<file path="src/rtl/writeback_arbiter.sv">
// writeback_arbiter: merges MEM/WB writebacks with buffered mul/div results onto the
// register file's single write port and tracks pending mul/div destinations.
module writeback_arbiter #(
  parameter int DATA_WIDTH    = 32,
  parameter int MD_FIFO_DEPTH = 2,
  parameter int STARVE_LIMIT  = 4
) (
  input  logic                  clk,
  input  logic                  reset_n,
  input  logic                  wb_valid,
  input  logic [4:0]            wb_rd,
  input  logic [DATA_WIDTH-1:0] wb_data,
  input  logic                  md_valid,
  output logic                  md_ready,
  input  logic [4:0]            md_rd,
  input  logic [DATA_WIDTH-1:0] md_data,
  input  logic                  md_issue,
  input  logic [4:0]            md_issue_rd,
  output logic [31:0]           busy_mask,
  output logic                  pipe_stall,
  output logic                  rf_we,
  output logic [4:0]            rf_rd,
  output logic [DATA_WIDTH-1:0] rf_wdata
);

  localparam int AW = $clog2(MD_FIFO_DEPTH);
  localparam int CW = AW + 1;
  localparam int SW = $clog2(STARVE_LIMIT + 1);

  logic [4:0]            fifo_rd   [MD_FIFO_DEPTH];
  logic [DATA_WIDTH-1:0] fifo_data [MD_FIFO_DEPTH];
  logic [AW-1:0]         wr_ptr;
  logic [AW-1:0]         rd_ptr;
  logic [CW-1:0]         count;
  logic [SW-1:0]         starve;
  logic                  rf_from_md;

  logic                  fifo_ne;
  logic                  wb_req;
  logic                  grant_fifo;
  logic                  grant_wb;
  logic                  push;
  logic [SW-1:0]         starve_next;
  logic [31:0]           busy_next;

  // Ready depends only on the registered occupancy, never on this cycle's pop.
  assign fifo_ne    = (count != '0);
  assign md_ready   = (count != CW'(MD_FIFO_DEPTH));
  assign wb_req     = wb_valid && (wb_rd != 5'd0);
  assign grant_fifo = fifo_ne && (pipe_stall || !wb_req);
  assign grant_wb   = wb_req && !grant_fifo;
  assign push       = md_valid && md_ready && (md_rd != 5'd0);

  always_comb begin
    starve_next = '0;
    if (fifo_ne && !grant_fifo) begin
      if (starve >= SW'(STARVE_LIMIT))
        starve_next = SW'(STARVE_LIMIT);
      else
        starve_next = starve + SW'(1);
    end
  end

  // A new issue to the same register outranks the completing FIFO write.
  always_comb begin
    busy_next = busy_mask;
    if (rf_we && rf_from_md)
      busy_next[rf_rd] = 1'b0;
    if (md_issue && (md_issue_rd != 5'd0))
      busy_next[md_issue_rd] = 1'b1;
    busy_next[0] = 1'b0;
  end

  always_ff @(posedge clk) begin
    if (push) begin
      fifo_rd[wr_ptr]   <= md_rd;
      fifo_data[wr_ptr] <= md_data;
    end
  end

  always_ff @(posedge clk or negedge reset_n) begin
    if (!reset_n) begin
      wr_ptr     <= '0;
      rd_ptr     <= '0;
      count      <= '0;
      starve     <= '0;
      pipe_stall <= 1'b0;
      busy_mask  <= '0;
      rf_we      <= 1'b0;
      rf_rd      <= 5'd0;
      rf_wdata   <= '0;
      rf_from_md <= 1'b0;
    end else begin
      if (push)
        wr_ptr <= wr_ptr + AW'(1);
      if (grant_fifo)
        rd_ptr <= rd_ptr + AW'(1);
      count      <= count + CW'(push) - CW'(grant_fifo);
      starve     <= starve_next;
      pipe_stall <= (starve_next == SW'(STARVE_LIMIT));
      busy_mask  <= busy_next;
      rf_from_md <= grant_fifo;
      if (grant_fifo) begin
        rf_we    <= 1'b1;
        rf_rd    <= fifo_rd[rd_ptr];
        rf_wdata <= fifo_data[rd_ptr];
      end else if (grant_wb) begin
        rf_we    <= 1'b1;
        rf_rd    <= wb_rd;
        rf_wdata <= wb_data;
      end else begin
        rf_we    <= 1'b0;
      end
    end
  end

endmodule

</file>
<file path="config.mk">
export PLATFORM = sky130hd
export DESIGN_NAME = writeback_arbiter
export DESIGN_NICKNAME = d
export VERILOG_FILES = /design/src/rtl/writeback_arbiter.sv
export SDC_FILE = /design/constraint.sdc
export NUM_CORES = 1
export LEC_CHECK = 0
export CAP_MARGIN = 10
export CORE_AREA = 2 2 111 113
export DETAILED_ROUTE_END_ITERATION = 8
export DIE_AREA = 0 0 113 115
export PLACE_DENSITY_LB_ADDON = 0.05
export REMOVE_ABC_BUFFERS = 1
export SLEW_MARGIN = 20
export SYNTH_ARGS = -nofsm -noshare
export SYNTH_HDL_FRONTEND = slang
export SYNTH_SLANG_ARGS = --single-unit
</file>
<file path="constraint.sdc">
create_clock -name clk -period 4.9 [get_ports clk]
set_input_delay 0.49 -clock clk [delete_from_list [all_inputs] [get_ports clk]]
set_output_delay 0.49 -clock clk [all_outputs]
set_load 0.005 [all_outputs]
</file>
After elaboration in Yosys (flattened, before gate mapping)
Memory sizes are Yosys's and may differ from the RTL's.
Index checks and enable logic that the tools add are counted.

operators by class
  mux-type cells = 16
  $lt $le $gt $ge = 5
  eq/ne operators = 2
  bitwise logic cells = 3
  reduce and logical (&&, ||, !) cells = 18
  $add $sub $neg = 5

operators by type and width
  kind                   number
  $mux W32               4
  $and A32 B32 Y32       1
  $not A32 Y32           1
  $or A32 B32 Y32        1
  $reduce_bool A5 Y1     3
  $lt A5 B6 Y1 const B   2
  $demux W1 S5           2
  $ge A5 B1 Y1 const B   2
  $logic_and A1 B1 Y1    10
  $mux W5                2
  $mux W1                6
  $mux W3                2
  $reduce_bool A2 Y1     2
  $add A3 B1 Y3 const B  1
  $eq A3 B3 Y1 const B   1
  $ge A3 B3 Y1 const B   1
  $add A1 B1 Y1 const B  2
  $add A2 B1 Y2          1
  $logic_not A1 Y1       2
  $ne A2 B2 Y1 const B   1
  $sub A2 B1 Y2          1
  $logic_or A1 B1 Y1     1

storage, ports and cells
  input port bits = 84
  memories = 2
  RAM bits = 74
  register bits = 78
  logic and storage cells = 61

memories
  memory     words  bits a word  read ports  clocked after memory_dff  write ports  RTL line  source
  fifo_data  2      32           1           0                         1            31        logic [DATA_WIDTH-1:0] fifo_data [MD_FIFO_DEPTH];
  fifo_rd    2      5            1           0                         1            30        logic [4:0] fifo_rd [MD_FIFO_DEPTH];

Logic depth before layout (Yosys ltp)
Gate-level depths: netlist (run 1).

  depth after elaboration = 9
  mapped depth = 10
  gate-level depth less buffers = 9

Least setup slack after synthesis (run 1)
Ideal clock, no wire load.

  kind = flip-flop to flip-flop
  from = register count[0]
  to = memory fifo_data[0][0] (enable)
  arrival = 2.324 ns
  data required time = 4.469 ns
  path slack = 2.145 ns
  clock period less this slack = 2.755 ns
  cell stages (with the launch flop) = 4
  path buffers = 0
  path through = dfrtp_1 -> nand2b_1 -> o211ai_2 -> nor2_1

on the way
  longest elaborated chain between the ends = 5

RTL lines
  item                               RTL line  source
  start, declared                    34        logic [CW-1:0] count;
  start signal, assigned             98        count <= count + CW'(push) - CW'(grant_fifo);
  $ne A2 B2 Y1                       48        assign md_ready = (count != CW'(MD_FIFO_DEPTH));
  via md_ready                       14        output logic md_ready,
  $logic_and A1 B1 Y1 (2 in series)  52        assign push = md_valid && md_ready && (md_rd != 5'd0);
  $mux W1                            75        if (push) begin
  $mux W1 (not written as such)      77        fifo_data[wr_ptr] <= md_data;
  end, declared                      31

The timed path passes the listed nets, and every way through them passes these cells.

Worst setup path in the final report (run 1)
  from = input wb_rd[3]
  to = register count[1]

on the way
  longest elaborated chain between the ends = 6

RTL lines
  item                 RTL line  source
  start, declared      11        input logic [4:0] wb_rd,
  $reduce_bool A5 Y1   49        assign wb_req = wb_valid && (wb_rd != 5'd0);
  $logic_and A1 B1 Y1  49
  $logic_not A1 Y1     50        assign grant_fifo = fifo_ne && (pipe_stall || !wb_req);
  $logic_or A1 B1 Y1   50
  $logic_and A1 B1 Y1  50
  $sub A2 B1 Y2        98

No other way between the ends.
A chain may end at the register's enable or synchronous reset.

==> metrics.yaml, run 1 <==
logic_synthesis:
  ys_ff_latch: 152
  synth_warnings: 0
  synthTopCellsByArea: "edfxtp_1, dfrtp_1, mux2i_1"
  async_flop_share: 0.513
  synth_area_mm2: 0.00600
  syn_avg_cell_area_um2: 14.6
  ys_seq_area_frac: 0.696
  synthCells: 410
  synth_largest_area_cell: "edfxtp_1"
  ys.flop_type: "dfrtp_1"
  synth_edf_count: 74
  synth_cell_types: 39
  synth_top_area_share: 0.370
global_route:
  grt_pass1_wl_um: 22100
  gr-total-overflow: 0
  track_usage: 0.223
  grt_max_degree: 79
  grt_pass1_vias: 4364
  antenna_found_initial: 0
sta:
  fmax_mhz: 394
  drv_slew: 0
  period_minus_slack_ns: 2.54
  finalCritPeriodShare: 0.518
  layout_setup_ws_ns: 2.36
  setup_tns_ns: 0
  hold_viol: 0
  skew_ns: 0.00498
  slew_headroom: 0.324
  finalSetupViolCount: 0
  holdWs_ns: 0.108
  worst_pin_slew_ns: 1.01
  rsz0062_at_grt: "no"
detailed_routing:
  routed_wl_um: 13900
  via_count: 4123
  post-route-drc-count: 9
  wire_per_inst_um: 19.1
  postRouteAntennaNets: 0
  dr.first_iter.drc_count: 368
  dr.pass1.iters: 9
  vias_per_cell: 5.65
cells_and_area:
  final_core_utilization: 0.701
  fin_nets: 658
  diodes: 0
  drive_gt1_frac: 0.129
  area_growth_pct: 38.1
place:
  numPortBuffers: 154
  gp_congestion: 0.850
  dp_hpwl_um: 9060
  place_ws_ns: 1.95
setup_path:
  worstPathCellList: "clkdlybuf4s50_1 -> or4_4 -> o21ai_2 -> o22ai_4 -> clkinv_8 -> ha_1 -> inv_1 -> ha_1 -> xnor2_1 -> xnor2_1"
  worstSetupEndpointType: "flop"
  cp-start-kind: "input pin"
  worst-setup-path-type: "in -> reg"
  crit_arrival_ns: 2.87
  cp_max_fo: 34
  worstPathRequired_ns: 5.23
  crit_slowest_cell: "or4_4"
  max_stage_delay_ns: 0.58
floorplanning:
  core_area_mm2: 0.0118
  start_util: 0.508
  placementRows: 40
  die_h_um: 115
  die_w_um: 113
  num_io_pins: 156
  die_area_mm2: 0.0130
cts:
  clockBufferDepth: 2
  clock_latency_ns: 0.41
  clkTransAtPathRegs_ns: 0.06
  root_buffer: "clkbuf_16"
  htreeDepth: 4
  cts_resized: 0
  cts_tree: "yes"
  hold_buffers: 0
  cts.sinks: 152
  cts_buffers: 17
  cts_setup_buffers: 0
power_and_ir_drop:
  ir_drop_v: 0.000281
  p_leak_uw: 0.00306
  cellPowerDensity_mw_per_mm2: 578
min_path:
  hold_path_class: "in -> async"
outcome:
  status: "complete, but fails checks"
  violations: "DRC"
job:
  max_cap_viol_count: 0
==> report_power, final <==
group | leakage, µW | switching [µW] | internal [µW]
clock | 0.000290 | 478 | 821
sequential | 0.00155 | 238 | 1770
combinational | 0.00122 | 692 | 797
==> through the flow <==
step / instance area (µm²) / std cells / power (µW)
global placement: 7610 / 695 / 3410
detailed placement: 7690 / 698 / 3510
CTS: 8280 / 730 / 4820
finish: 8290 / 730 / 4790
floorplan: 5860 / 393 / 2650
global route: 8290 / 730 / 5050
==> cell usage after synthesis, types with 2 or more instances <==
master	instances
edfxtp_1	74
buf_2	4
xnor2_1	4
clkbuf_1	5
nor3_1	3
nor2_1	10
a22oi_1	5
inv_1	7
nand2_1	5
or3_1	4
mux2i_1	37
nand3b_1	8
a21oi_1	2
nand3_1	3
dfrtp_1	78
nand4b_1	2
ha_1	4
buf_8	2
o21ai_0	68
buf_4	2
a21oi_2	30
or3b_2	3
o22ai_1	32
buf_6	3
==> layout make-up <==
| cell class | count | area (µm²) |
|---|---|---|
| inverter | 8 | 42.5 |
| timing repair buffer | 158 | 1630 |
| clock inverter | 10 | 125 |
| multi-input combinational | 233 | 1660 |
| clock buffer | 22 | 464 |
| tap | 147 | 184 |
| fill | 839 | 3530 |
| sequential | 152 | 4180 |
==> logic make-up (layout without fill, tap and decap cells) <==
group,Yosys count,in the layout,share of synthesized area
AO/OA/AOI/OAI,143,143,0.155
XOR/XNOR,4,4,0.00584
adder cells (fa/ha/maj),4,4,0.00834
buffers and inverters,25,198,0.0300
flip-flops,152,152,0.696
multiplexers,37,37,0.0617
other,1,1,0.000625
AND/OR/NAND/NOR,44,44,0.0432
==> critical path: cells and delay by family <==
family	cells	cell delay [ns]
AOI/OAI and AO/OA	2	0.35
xor gates and xnor gates	2	0.29
adders and majority gates	2	0.42
buffers and inverters	3	0.72
and+or+nand+nor	1	0.58
==> state kept, by name, indices dropped and copies added (netlist names) <==
register / count
rf_we: 1
rd_ptr: 1
fifo_data: 64
pipe_stall: 1
starve: 3
rf_wdata: 32
rf_rd: 5
count: 2
rf_from_md: 1
fifo_rd: 10
wr_ptr: 1
busy_mask: 31
==> cell usage in the layout, fill, tap and decap left out, types with 4 or more instances in the layout <==
master	count
inv_1	6
nor2_1	8
o22ai_1	32
dfrtp_1	77
clkbuf_16	17
a21oi_2	30
a22oi_1	5
edfxtp_1	74
clkdlybuf4s50_1	153
mux2i_1	37
nand2_1	5
xnor2_1	4
nand3b_1	8
ha_1	4
or3_1	4
o21ai_0	68
==> final timing paths <==
kind                       slack [ns]  cells past startpoint                   to                 from
setup / recovery                 2.36                     10   count[1]$_DFF_PN0_             wb_rd[3]
hold / removal                   0.11                      1  starve[1]$_DFF_PN0_              reset_n
setup reg to reg                 2.75                      7   count[1]$_DFF_PN0_   count[1]$_DFF_PN0_
hold reg to reg                  0.49                      1  starve[1]$_DFF_PN0_  starve[2]$_DFF_PN0_
max in group asynchronous        4.27                      1   rd_ptr$_DFFE_PN0N_              reset_n
min in group clk                 0.49                      1  starve[1]$_DFF_PN0_  starve[2]$_DFF_PN0_
==> layer usage <==
metal / up-vias / wire (µm) / GRT usage
met5: - / 0 / 0
met4: 0 / 203 / 0.0846
met3: 17 / 914 / 0.0606
met2: 152 / 7050 / 0.378
met1: 2057 / 5760 / 0.278
li1: 1897 / - / -
(Power assumes the default switching activity.)
==> inputs of run 2 (changes only) <==
- CORE_AREA: 2 2 111 113 -> 2 2 114 116
- DIE_AREA: 0 0 113 115 -> 0 0 116 118
- clock period: 4.9 -> 2.4 ns (I/O delays scaled with it)
==> run 2 against run 1 <==
Net effect: the flow now finishes without violations; largest power group unchanged; via count shrank 0.36%; power rose by 110%; clock skew barely moved; non-clock buffer count increased by 11.
==> metrics.yaml, run 2 (synthesized netlist as in run 1, its figures left out) <==
outcome:
  status: "finished clean"
cts:
  cts_resized: 0
  htreeDepth: 4
  cts_tree: "yes"
  hold_buffers: 1
  clock_latency_ns: 0.41
  clkTransAtPathRegs_ns: 0.06
  cts_buffers: 17
  cts.sinks: 152
  root_buffer: "clkbuf_16"
  clockBufferDepth: 2
  cts_setup_buffers: 0
sta:
  drv_slew: 0
  worst_pin_slew_ns: 0.527
  hold_viol: 0
  fmax_mhz: 516
  holdWs_ns: 0.342
  slew_headroom: 0.649
  finalCritPeriodShare: 0.807
  setup_tns_ns: 0
  finalSetupViolCount: 0
  rsz0062_at_grt: "no"
  skew_ns: 0.00451
  period_minus_slack_ns: 1.94
setup_path:
  r2r_slack_ns: 0.66
  crit_buf_inv: 3
  worstSetupEndpointType: "flop"
  cp_max_fo: 2
  crit_arrival_ns: 2.27
  crit_slowest_cell: "or4_4"
  cp-start-kind: "input pin"
  worstPathRequired_ns: 2.74
  worst-setup-path-type: "in -> reg"
  crit_family: "simple AND/OR/NAND/NOR gates"
  max_stage_delay_ns: 0.56
  worstPathCellList: "clkdlybuf4s50_1 -> or4_4 -> o21ai_2 -> o22ai_4 -> clkinv_8 -> ha_1 -> inv_1 -> ha_1 -> xnor2_1 -> xnor2_1"
power_and_ir_drop:
  pwr-share-comb: 0.303
  p_sw_frac: 0.292
  ir_drop_v: 0.000631
  pwr-share-clk: 0.282
  p_switching_uw: 2900
  power_uw: 9930
  seq_power_share: 0.415
  p_leak_uw: 0.00312
  cellPowerDensity_mw_per_mm2: 1180
  p_int_uw: 7030
global_route:
  grt_max_degree: 43
  grt_pass1_wl_um: 22400
  grt_pass1_vias: 4299
  antenna_found_initial: 0
  gr-total-overflow: 0
  track_usage: 0.216
floorplanning:
  die_h_um: 118
  placementRows: 41
  die_area_mm2: 0.0137
  core_area_mm2: 0.0124
  die_w_um: 116
  num_io_pins: 156
  start_util: 0.483
detailed_routing:
  dr.first_iter.drc_count: 433
  via_count: 4108
  wire_per_inst_um: 18.0
  routed_wl_um: 13800
  vias_per_cell: 5.36
  dr.pass1.iters: 4
  postRouteAntennaNets: 0
  post-route-drc-count: 0
cells_and_area:
  largest-register: "fifo_data"
  mostFrequentLayoutCells: "clkdlybuf4s50_1, dfrtp_1, edfxtp_1"
  fin_nets: 669
  top_regs: "fifo_data (64), rf_wdata (32), busy_mask (31)"
  fin_cells: 766
  area_growth_pct: 40.7
  drive_gt1_frac: 0.150
  final_common_cell: "clkdlybuf4s50_1"
  largest_reg_flops: 64
  final_core_utilization: 0.680
  diodes: 0
place:
  placed_cells_incl_taps: 733
  numPortBuffers: 154
  gp_congestion: 0.821
  dp_hpwl_um: 9220
job:
  max_cap_viol_count: 0
min_path:
  hold_path_class: "in -> async"
## run 2: changes by cell type in the layout (fill, tap and decap cells not counted), sizes merged
| cell | before | now |
|---|---|---|
| buf | 5 | 15 |
| clkbuf | 22 | 19 |
| clkinvlp | 0 | 2 |
| bufinv | 3 | 4 |
| dlygate4sd3 | 0 | 1 |
## run 2: path summary, 6_finish.rpt
path / start / to / depth (start not counted)
worst min register to register: starve[2]$_DFF_PN0_ / starve[1]$_DFF_PN0_ / 1
worst min-delay path: reset_n / starve[1]$_DFF_PN0_ / 2
max in group asynchronous: reset_n / rf_wdata[7]$_DFFE_PN0P_ / 3
worst max register to register: count[0]$_DFF_PN0_ / fifo_data[0][21]$_DFFE_PP_ / 5
min in group clk: md_data[8] / fifo_data[1][8]$_DFFE_PP_ / 1
worst max-delay path: wb_rd[3] / count[1]$_DFF_PN0_ / 10
## run 2: worst register-to-register path: stages, from the launching register on
cell	delay, ns
dfrtp_1	0.48
nand2b_1	0.20
o211ai_2	0.13
buf_4	0.18
nor2_4	0.18
buf_12	0.25
## run 2: cell type report
cell class | count | area [µm²]
Clock buffer | 19 | 453
Clock inverter | 13 | 176
Fill cell | 924 | 3970
Inverter | 8 | 42.5
Multi-Input combinational cell | 233 | 1660
Sequential cell | 152 | 4180
Tap cell | 172 | 215
Timing Repair Buffer | 169 | 1720
## run 2: metrics by stage
stage / instance area (µm²) / worst slack (ns)
2_1_floorplan: 5860 / -0.355
3_3_place_gp: 7800 / 0.0852
3_5_place_dp: 7800 / 0.0439
4_1_cts: 8440 / 0.477
5_1_grt: 8440 / 0.398
6_report: 8440 / 0.463
## run 2: routing by layer
metal  vias to the layer above  track usage  share of wire  wire [µm]
met3                         9       0.0561          0.059        811
li1                       1905            -              -          -
met2                       131        0.348           0.50       6890
met5                         -            0              0          0
met1                      2063        0.283           0.43       5960
met4                         0       0.0774         0.0094        129
## run 2: power by group through the flow
stage / Combinational, µW / Clock, µW / Sequential, µW
6_report: 3010 / 2800 / 4120
5_1_grt: 3280 / 2950 / 4220
4_1_cts: 3050 / 2830 / 4130
3_5_place_dp: 3030 / 0 / 4160
3_3_place_gp: 2960 / 0 / 4140
2_1_floorplan: 1220 / 0 / 4190
